==> config.mk <==
export PLATFORM = sky130hd
export DESIGN_NAME = fetch_sequencer
export DESIGN_NICKNAME = d
export VERILOG_FILES = /design/src/rtl/cpu_pkg.sv /design/src/rtl/branch_target_adder.sv /design/src/rtl/fetch_sequencer.sv
export SDC_FILE = /design/constraint.sdc
export NUM_CORES = 1
export LEC_CHECK = 0
export CAP_MARGIN = 20
export CORE_MARGIN = 5
export CORE_UTILIZATION = 50
export DETAILED_ROUTE_END_ITERATION = 8
export GPL_ROUTABILITY_DRIVEN = 0
export PLACE_DENSITY = 0.92
export RECOVER_POWER = 50
export SLEW_MARGIN = 30
export SYNTH_ARGS = -nofsm -noshare
export SYNTH_HDL_FRONTEND = slang
export SYNTH_SLANG_ARGS = --single-unit
export TNS_END_PERCENT = 100
==> constraint.sdc <==
create_clock -name CLK -period 4.3 [get_ports CLK]
set_input_delay 1.075 -clock CLK [delete_from_list [all_inputs] [get_ports CLK]]
set_output_delay 1.075 -clock CLK [all_outputs]
set_load 0.03 [all_outputs]
==> src/rtl/cpu_pkg.sv <==
// Shared definitions for the 8-bit CPU: fetch FSM states, PC step, instruction field positions
// and the sign-extension helper for the decoded word offset.
package cpu_pkg;

  typedef enum logic [1:0] {
    RST_WAIT = 2'd0,
    FETCH    = 2'd1,
    ISSUE    = 2'd2
  } fetch_state_t;

  localparam logic [31:0] PC_STEP = 32'd4;

  // Instruction field positions (msb/lsb).
  localparam int unsigned OPCODE_MSB    = 31;
  localparam int unsigned OPCODE_LSB    = 24;
  localparam int unsigned OFFSET_MSB    = 23;
  localparam int unsigned OFFSET_LSB    = 16;
  localparam int unsigned WRITEREG_MSB  = 18;
  localparam int unsigned WRITEREG_LSB  = 16;
  localparam int unsigned READREG1_MSB  = 10;
  localparam int unsigned READREG1_LSB  = 8;
  localparam int unsigned READREG2_MSB  = 2;
  localparam int unsigned READREG2_LSB  = 0;
  localparam int unsigned IMMEDIATE_MSB = 7;
  localparam int unsigned IMMEDIATE_LSB = 0;

  // Word offset to 32-bit byte displacement.
  function automatic logic [31:0] offset_to_bytes(input logic [7:0] offset);
    logic [31:0] ext;
    ext = {{24{offset[7]}}, offset};
    return ext << 2;
  endfunction

endpackage

==> src/rtl/branch_target_adder.sv <==
// Combinational next-PC arithmetic, reusable by the datapath.
//   pc_i        : current PC
//   offset_i    : signed 8-bit word offset
//   pc_plus4_o  : pc_i + 4
//   target_o    : pc_i + 4 + sext(offset_i) * 4 (mod 2^32)
module branch_target_adder
  import cpu_pkg::*;
(
  input  logic [31:0] pc_i,
  input  logic [7:0]  offset_i,
  output logic [31:0] pc_plus4_o,
  output logic [31:0] target_o
);

  always_comb begin
    pc_plus4_o = pc_i + PC_STEP;
    target_o   = pc_plus4_o + offset_to_bytes(offset_i);
  end

endmodule

==> src/rtl/fetch_sequencer.sv <==
// Instruction fetch sequencer: owns the PC, runs the instruction-memory read handshake
// (with busywait), holds the fetched word for the decoder and counts retired instructions.
//   CLK, RESET                : clock, asynchronous active-high reset
//   IMEM_READ / IMEM_ADDRESS  : read request and word address (PC[ADDR_W+1:2])
//   IMEM_READDATA / _BUSYWAIT : returned word and memory-not-ready flag
//   STALL                     : hold the issued instruction
//   JUMP / BRANCH_TAKEN       : redirect to PC + 4 + OFFSET*4 on instruction completion
//   OFFSET                    : signed word offset from decode
//   PC / INSTRUCTION          : current instruction address and registered word
//   INSTR_VALID               : INSTRUCTION is valid for execution this cycle
//   RETIRED                   : completed-instruction count (mod 2^32)
module fetch_sequencer
  import cpu_pkg::*;
#(
  parameter int unsigned ADDR_W   = 10,
  parameter logic [31:0] PC_RESET = 32'h0000_0000
) (
  input  logic              CLK,
  input  logic              RESET,
  output logic              IMEM_READ,
  output logic [ADDR_W-1:0] IMEM_ADDRESS,
  input  logic [31:0]       IMEM_READDATA,
  input  logic              IMEM_BUSYWAIT,
  input  logic              STALL,
  input  logic              JUMP,
  input  logic              BRANCH_TAKEN,
  input  logic [7:0]        OFFSET,
  output logic [31:0]       PC,
  output logic [31:0]       INSTRUCTION,
  output logic              INSTR_VALID,
  output logic [31:0]       RETIRED
);

  fetch_state_t state_q, state_d;
  logic [31:0]  pc_q, pc_d;
  logic [31:0]  instr_q, instr_d;
  logic [31:0]  retired_q, retired_d;
  logic [31:0]  pc_plus4, pc_target;

  branch_target_adder u_branch_target_adder (
    .pc_i       (pc_q),
    .offset_i   (OFFSET),
    .pc_plus4_o (pc_plus4),
    .target_o   (pc_target)
  );

  always_ff @(posedge CLK or posedge RESET) begin
    if (RESET) begin
      state_q   <= RST_WAIT;
      pc_q      <= PC_RESET;
      instr_q   <= 32'h0;
      retired_q <= 32'h0;
    end else begin
      state_q   <= state_d;
      pc_q      <= pc_d;
      instr_q   <= instr_d;
      retired_q <= retired_d;
    end
  end

  always_comb begin
    state_d   = state_q;
    pc_d      = pc_q;
    instr_d   = instr_q;
    retired_d = retired_q;
    unique case (state_q)
      RST_WAIT: state_d = FETCH;
      FETCH: begin
        if (!IMEM_BUSYWAIT) begin
          instr_d = IMEM_READDATA;
          state_d = ISSUE;
        end
      end
      ISSUE: begin
        // Redirect inputs only matter on the completing edge.
        if (!STALL) begin
          pc_d      = (JUMP || BRANCH_TAKEN) ? pc_target : pc_plus4;
          retired_d = retired_q + 32'd1;
          state_d   = FETCH;
        end
      end
      default: state_d = RST_WAIT;
    endcase
  end

  // Moore outputs decoded from registered state only.
  always_comb begin
    IMEM_READ    = (state_q == FETCH);
    INSTR_VALID  = (state_q == ISSUE);
    IMEM_ADDRESS = pc_q[ADDR_W+1:2];
    PC           = pc_q;
    INSTRUCTION  = instr_q;
    RETIRED      = retired_q;
  end

endmodule

Word-level counts from Yosys, hierarchy flattened
Cells that the tools add are included.
- bits in registers: 98
- input port bits: 46
- word-level logic and storage cells: 22
- add/subtract/negate cells: 3
- equality and inequality tests: 4
- muxes and demuxes: 4
- bitwise gates (word level): 2
- reductions and logical operators: 5
- operators with widths (kind ; count):
    $add 32x1->32 const B ; 1
    $add 32x3->32 const B ; 1
    $add 32x32->32 ; 1
    $mux 32 ; 1
    $pmux 2 s3 ; 1
    $reduce_and 2->1 ; 3
    $mux 2 ; 2
    $ne 2x2->1 const B ; 2
    $eq 2x1->1 const B ; 1
    $eq 2x2->1 const B ; 1
    $logic_not 2->1 ; 1
    $not 1->1 ; 2
    $logic_or 1x1->1 ; 1

Logic depth before layout (Yosys ltp)
- word-level depth: 3
- mapped depth: 18

By module
A second synthesis with hierarchy kept.
- cell total of the unflattened synthesis: 680
- area total of the unflattened synthesis: 6568.8 µm²
- by module, submodules not included (module ; instances ; cells each ; area an instance (µm²) ; seq. area each (µm²)):
    fetch_sequencer ; 1 ; 352 ; 4255.3 ; 2452.4
    branch_target_adder ; 1 ; 328 ; 2313.5 ; 0.0

Least setup slack after synthesis
OpenSTA, ideal clock, no wires.
- kind: reg-to-reg
- start point: register pc_q[8], in the netlist PC[8]
- end point: register pc_q[31], in the netlist PC[31]
- library setup time: 129 ps
- arrival: 4097 ps
- setup slack: 74 ps
- stages on the path, launching flop included: 17
- buffers on the path: 1
- period minus slack after synthesis: 4226 ps
- cells stage by stage: dfrtp_1 > clkbuf_1 > nand4_1 > or3_1 > nor2_1 > nand3_1 > xnor2_1 > ha_1 > nand4_1 > or3_1 > o22a_1 > a311oi_2 > o21bai_1 > a2111o_1 > nand4_2 > mux2i_1 > o211ai_2
- word-level cells in the longest chain between the ends: 3
- RTL lines (item ; RTL line ; text):
    from (decl) ; fetch_sequencer.sv:35 ; logic [31:0] pc_q, pc_d;
    from (signal assigned) ; fetch_sequencer.sv:55 ; pc_q <= pc_d;
    $add 32x3->32 * ; branch_target_adder.sv:16 ; pc_plus4_o = pc_i + PC_STEP;
    $add 32x32->32 ; branch_target_adder.sv:17 ; target_o = pc_plus4_o + offset_to_bytes(offset_i);
    $mux 32 * ; fetch_sequencer.sv:77 ; pc_d = (JUMP || BRANCH_TAKEN) ? pc_target : pc_plus4;
Every way passes the cells marked *; elsewhere a longest branch is shown, timed or not.
A chain may end at the register's enable or synchronous reset.

Final worst setup path
- start point: register pc_q[5], in the netlist PC[5]
- end point: register pc_q[31], in the netlist PC[31]
Same word-level chain as after synthesis.

==> flow_metrics.env <==
export IMPL_r2r_cells=15
export IMPL_hp_start="RETIRED[31]"
export IMPL_rr_startpoint="PC[5]"
export IMPL_p_leak_nw=3.58
export IMPL_via_per_inst=5.77
export IMPL_synthTopCellsByArea="dfrtp_1, xnor2_1, ha_1"
export IMPL_p_clk_share_pct=12.8
export IMPL_io_buffers=151
export IMPL_antenna_found_initial=0
export IMPL_worst_pin_slew_ns=2.44
export IMPL_total_power_mw=6.31
export IMPL_ant_nets=0
export IMPL_ios=154
export IMPL_drtIter0Drc=329
export IMPL_final_max_slew_viol_count=54
export IMPL_wl_per_cell_um=17.7
export IMPL_antenna_cells=0
export IMPL_yosysSeqAreaShare_pct=37.2
export IMPL_yosys_area_top_type="dfrtp_1"
export IMPL_ir_worst_vdd_mv=0.474
export IMPL_post_place_cells=1039
export IMPL_max_stage_delay_ns=0.44
export IMPL_clock_latency_ns=0.36
export IMPL_core_area_um2=12600
export IMPL_synth_edf_count=0
export IMPL_grt_usage_pct=24.5
export IMPL_drive_gt1_share_pct=12.4
export IMPL_r2r_slack_ns=0.21
export IMPL_die_y_um=124
export IMPL_syn_avg_cell_area_um2=9.00
export IMPL_cp_start_kind="register"
export IMPL_synth_most_common_cell="dfrtp_1"
export IMPL_clk_pin_slew_ns=0.08
export IMPL_first_pass_iters=7
export IMPL_max_freq_mhz=244
export IMPL_postCtsHoldBufs=0
export IMPL_maxSlewHeadroom_pct=-63.2
export IMPL_synth_async_sr_flop_share_pct=100
export IMPL_critical_path_cell_chain="nand4_1 -> or3_1 -> nor2_1 -> nand3_1 -> xnor2_1 -> ha_1 -> nand4_1 -> or3_1 -> o22a_1 -> a311oi_2 -> o21bai_1 -> a2111o_1 -> nand4_2 -> mux2i_1 -> o211ai_2"
export IMPL_finalCritPeriodShare_pct=95.2
export IMPL_synth_top_flop_cell="dfrtp_1"
export IMPL_hpwl_um=14200
export IMPL_grt_pass1_wl_um=29700
export IMPL_maxCapViolations=1
export IMPL_clockBufferDepth=2
export IMPL_finalHoldViolCount=0
export IMPL_synthToLayoutAreaGrowth_pct=33.0
export IMPL_crit_end="PC[31]"
export IMPL_utilization_pct=68.1
export IMPL_period_needed_ns=4.09
export IMPL_worstPathRequired_ns=4.54
export IMPL_setup_viol=0
export IMPL_ys_warn_count=0
export IMPL_cts_root_buf="clkbuf_16"
export IMPL_rr_endpoint="PC[31]"
export IMPL_routed_wl_um=18800
export IMPL_grt_pass1_vias=6007
export IMPL_grt_start_max_net_pins=54
export IMPL_p_comb_share_pct=62.8
export IMPL_fp_row_count=41
export IMPL_fillCellCount=989
export IMPL_synth_cell_types=59
export IMPL_synth_area_um2=6460
export IMPL_ys_seq_elements=96
export IMPL_status="finished, violations left"
export IMPL_cts_sink_count=96
export IMPL_crit_start="PC[5]"
export IMPL_stdcell_count=1058
export IMPL_drc_errors=0
export IMPL_p_int_mw=3.34
export IMPL_cts_tree="yes"
export IMPL_nets=966
export IMPL_synth_top_area_share_pct=37.2
export IMPL_die_w_um=124
export IMPL_p_sw_mw=2.98
export IMPL_htree_levels=3
export IMPL_numCtsBuffers=9
export IMPL_critPathArrivalTime_ns=4.33
export IMPL_violations="capacitance limit, slew limit"
export IMPL_grt_remaining_overflow=0
export IMPL_syn_inst=718
export IMPL_start_util_pct=51.2
export IMPL_critPathKind="register to register"
export IMPL_num_vias=6104
export IMPL_cp_slowest_cell="or3_1"
export IMPL_sequentialPowerShare_pct=24.4
export IMPL_synthTopCellsByCount="dfrtp_1, nand2_1, a21oi_1"
export IMPL_finalClockSkew_ns=0.00881
export IMPL_swShare_pct=47.2
export IMPL_power_density_nw_per_um2=735
export IMPL_endpoint_kind="register"
export IMPL_cp_max_fo=6
export IMPL_worstHoldPathType="register to register"
export IMPL_die_area_um2=15300
-- worst min-delay path by stage --
stage / endpoint / slack, ns / depth (start not counted)
after floorplan: state_q[0] / 0.48 / 1
after global placement: RETIRED[31] / 0.46 / 1
after detailed placement: RETIRED[31] / 0.47 / 1
after CTS: RETIRED[31] / 0.48 / 1
after global routing: RETIRED[31] / 0.52 / 1
final: RETIRED[31] / 0.48 / 1
-- repair_timing --
action,in CTS,in global routing
setup buffers,0,3
resized for setup,0,15
hold endpoints to repair,0,0
endpoints found under the setup margin,0,3
-- cells by family after synthesis --
logic type               synth area share [%]
multiplexers                             6.06
adder cells (fa/ha/maj)                  7.67
AO/OA/AOI/OAI                            15.6
flip-flops                               37.2
AND/OR/NAND/NOR                          18.6
other                                  0.0580
buffers and inverters                    4.30
XOR/XNOR                                 10.6
-- layout make-up --
cell class,count,area [um2],share of cell area [%]
multi-input cells,570,3820,44.5
flip-flops and latches,96,2410,28.0
repair buffers,190,1800,20.9
clock buffers,10,239,2.78
well taps,172,215,2.50
clock inverters,6,56.3,0.655
inverters,14,53.8,0.626
-- state kept, by name, indices dropped and copies added, names as in the netlist --
signal / cells
state_q: 2
RETIRED: 32
INSTRUCTION: 32
PC: 30
-- metrics by stage --
step	instance area, um2	setup WS [ns]	setup TNS, ns	hold WS, ns
detailed placement	8250	-0.0950	-0.170	0.470
finish	8590	0.208	0	0.485
CTS	8550	0.118	0	0.484
global route	8590	-0.0300	-0.0404	0.521
global placement	8250	-0.00420	-0.00420	0.460
floorplan	6460	0.0740	0	0.482
-- routing by layer --
layer	share of wire [%]	GRT usage [%]	up-vias	routed length, um
li1	-	-	2887	-
met2	49	41.8	297	9270
met3	9.5	5.45	48	1780
met5	0	0	-	0
met4	3.2	11.7	0	594
met1	38	29.3	2872	7120
-- worst max-delay path, delay by kind of cell (launching register included) --
| kind | cells | cell delay [ns] |
|---|---|---|
| AO/OA/AOI/OAI | 5 | 1.20 |
| XOR/XNOR | 1 | 0.21 |
| adder cells (fa/ha/maj) | 1 | 0.35 |
| flip-flops | 1 | 0.42 |
| multiplexers | 1 | 0.22 |
| AND/OR/NAND/NOR | 7 | 1.58 |
-- power groups by stage --
stage | sequential [mW] | combinational [mW] | clock [mW]
3_3_place_gp | 1.53 | 3.84 | 0
2_1_floorplan | 2.12 | 2.03 | 0
3_5_place_dp | 1.56 | 3.92 | 0
6_report | 1.54 | 3.97 | 0.806
4_1_cts | 1.54 | 3.95 | 0.823
5_1_grt | 1.59 | 4.28 | 0.857
-- placed cells by master, fill, tap and decap left out, types with 7 or more instances in the layout --
master / instances
mux2_2: 32
nor2_1: 55
or3_1: 7
xnor2_1: 55
ha_1: 38
inv_1: 13
o21a_1: 8
dlygate4sd3_1: 32
clkdlybuf4s50_1: 119
a21oi_1: 61
nand4_1: 22
buf_4: 37
nand3_1: 34
dfrtp_1: 93
a21o_1: 10
o22ai_1: 7
o21ai_0: 36
xor2_1: 23
nand2_1: 85
clkbuf_16: 9
No activity file was read; power rests on OpenSTA's default activity.
==> patch (config.mk and constraints unchanged) <==
`ADDR_W`: 10 -> 9.
--- a/src/rtl/fetch_sequencer.sv
+++ b/src/rtl/fetch_sequencer.sv
@@ -13,5 +13,5 @@
   import cpu_pkg::*;
 #(
-  parameter int unsigned ADDR_W   = 10,
+  parameter int unsigned ADDR_W   = 9,
   parameter logic [31:0] PC_RESET = 32'h0000_0000
 ) (
Ports: changed (resized IMEM_ADDRESS); port bits go from 154 to 153. The function was not compared with the original's and may differ.
==> patch against the unedited design <==
Sequential cell count unchanged; critical path type is now in -> reg; synthesized area decreased by 0.12%; critical path depth decreased by 3; design area about the same; global-route usage increased by 0.44 points; the flow still finishes with violations (max-capacitance violations, max-slew violations); register-to-register slack got worse by 0.04 ns; wire length increased by 3.4%; worst hold slack improved by 0.013 ns; power increased by 0.98%; worst setup slack got worse by 0.049 ns.
==> patch: results <==
set metrics [dict create \
    grt_pass1_wl_um 30260 \
    dp_cells 1042 \
    grt_pass1_vias 6133 \
    outcome "complete, but fails checks" \
    vias 6204 \
    grt_usage_pct 24.95 \
    drive_above_1_share_pct 11.61 \
    grt_max_degree 65 \
    slew_viol_final 99 \
    nFillCells 982 \
    maxCapViolCount 2 \
    violations "max-capacitance violations, max-slew violations" \
    r2r_setup_slack_ns 0.17 \
    crit_fanout 3 \
    synth.area.top_cells "dfrtp_1 37%, xnor2_1 7.5%, ha_1 7.4%" \
    wl_per_cell_um 18.32 \
    dr.pass1.iters 5 \
    finalNonFillerCells 1059 \
    peakVddDrop_uv 470.8 \
    worstPathArrival_ns 4.40 \
    fin_hold_ws_ns 0.4972 \
    avgSynthCellArea_um2 9.001 \
    skew_ns 0.008291 \
    drtIter0Drc 509 \
    slew_headroom_pct -66.00 \
    cts.htree.levels 3 \
    dpl.hpwl_um 14510 \
    fin_nets 967 \
]
[patch: timing repair]
item,4_1_cts,5_1_grt
gates resized for setup,0,8
setup endpoints to repair,0,3
hold buffers,0,0
buffers inserted,0,1
[patch: cells by family after synthesis]
family | Yosys count | synth area share (%)
DFF | 96 | 37.22
xor gates and xnor gates | 78 | 10.59
AOI/OAI and AO/OA | 163 | 15.59
muxes | 35 | 6.068
and+or+nand+nor | 253 | 18.61
buffers and inverters | 52 | 4.188
other | 1 | 0.05811
adders and majority gates | 39 | 7.677
[patch: where the power goes]
group          leakage [nW]  switching, mW  total [mW]  internal [mW]
Sequential             1.18          0.321        1.54           1.22
Combinational          2.27           2.29        4.01           1.73
Clock                 0.138          0.363       0.820          0.457
[patch: worst paths after layout]
kind / startpoint / to / cells past startpoint
max in group asynchronous: RESET / PC[3] / 2
worst max register to register: PC[5] / PC[31] / 15
min in group asynchronous: RESET / RETIRED[22] / 2
worst min register to register: RETIRED[13] / RETIRED[13] / 1
worst max-delay path: OFFSET[0] / PC[28] / 12
worst min-delay path: RETIRED[13] / RETIRED[13] / 1
[patch: area by class of cell]
class                      instances  area [um^2]  area share [%]
clock buffer                      11        232.7           2.710
timing repair buffer             191         1813           21.11
inverter                          14        52.55          0.6119
clock inverter                     5        65.06          0.7576
multi-input combinational        570         3805           44.30
tap                              172        215.2           2.506
sequential                        96         2405           28.00
[patch: critical path, cell delays in order]
cell and delay [ns]:
clkdlybuf4s50_1 0.40, ha_1 0.25, fa_1 0.43, a21o_1 0.19
a21o_1 0.23, a2111oi_1 0.56, o21ai_1 0.20, nor4_1 0.27
nor2_1 0.10, a21oi_1 0.20, mux2_2 0.36, o221ai_1 0.14
[patch: per-layer routing]
layer,part of all wire [%],global-route usage [%],up-vias
met5,0,0,-
met4,3.0,10.45,0
met3,9.4,5.495,47
met2,50,42.41,332
met1,38,30.61,2940
li1,-,-,2885
[patch: per-stage QoR]
step	TNS, ns	util (%)	setup slack [ns]	area, um^2	total power [mW]
after global routing	0	68.05	0.001542	8588	6.759
after floorplan	0	-	0.07400	6457	4.125
after detailed placement	-0.1496	65.64	-0.08329	8283	5.503
after CTS	0	68.00	0.1316	8581	6.357
final	0	68.05	0.1587	8588	6.374
after global placement	0	65.64	0.02312	8283	5.371
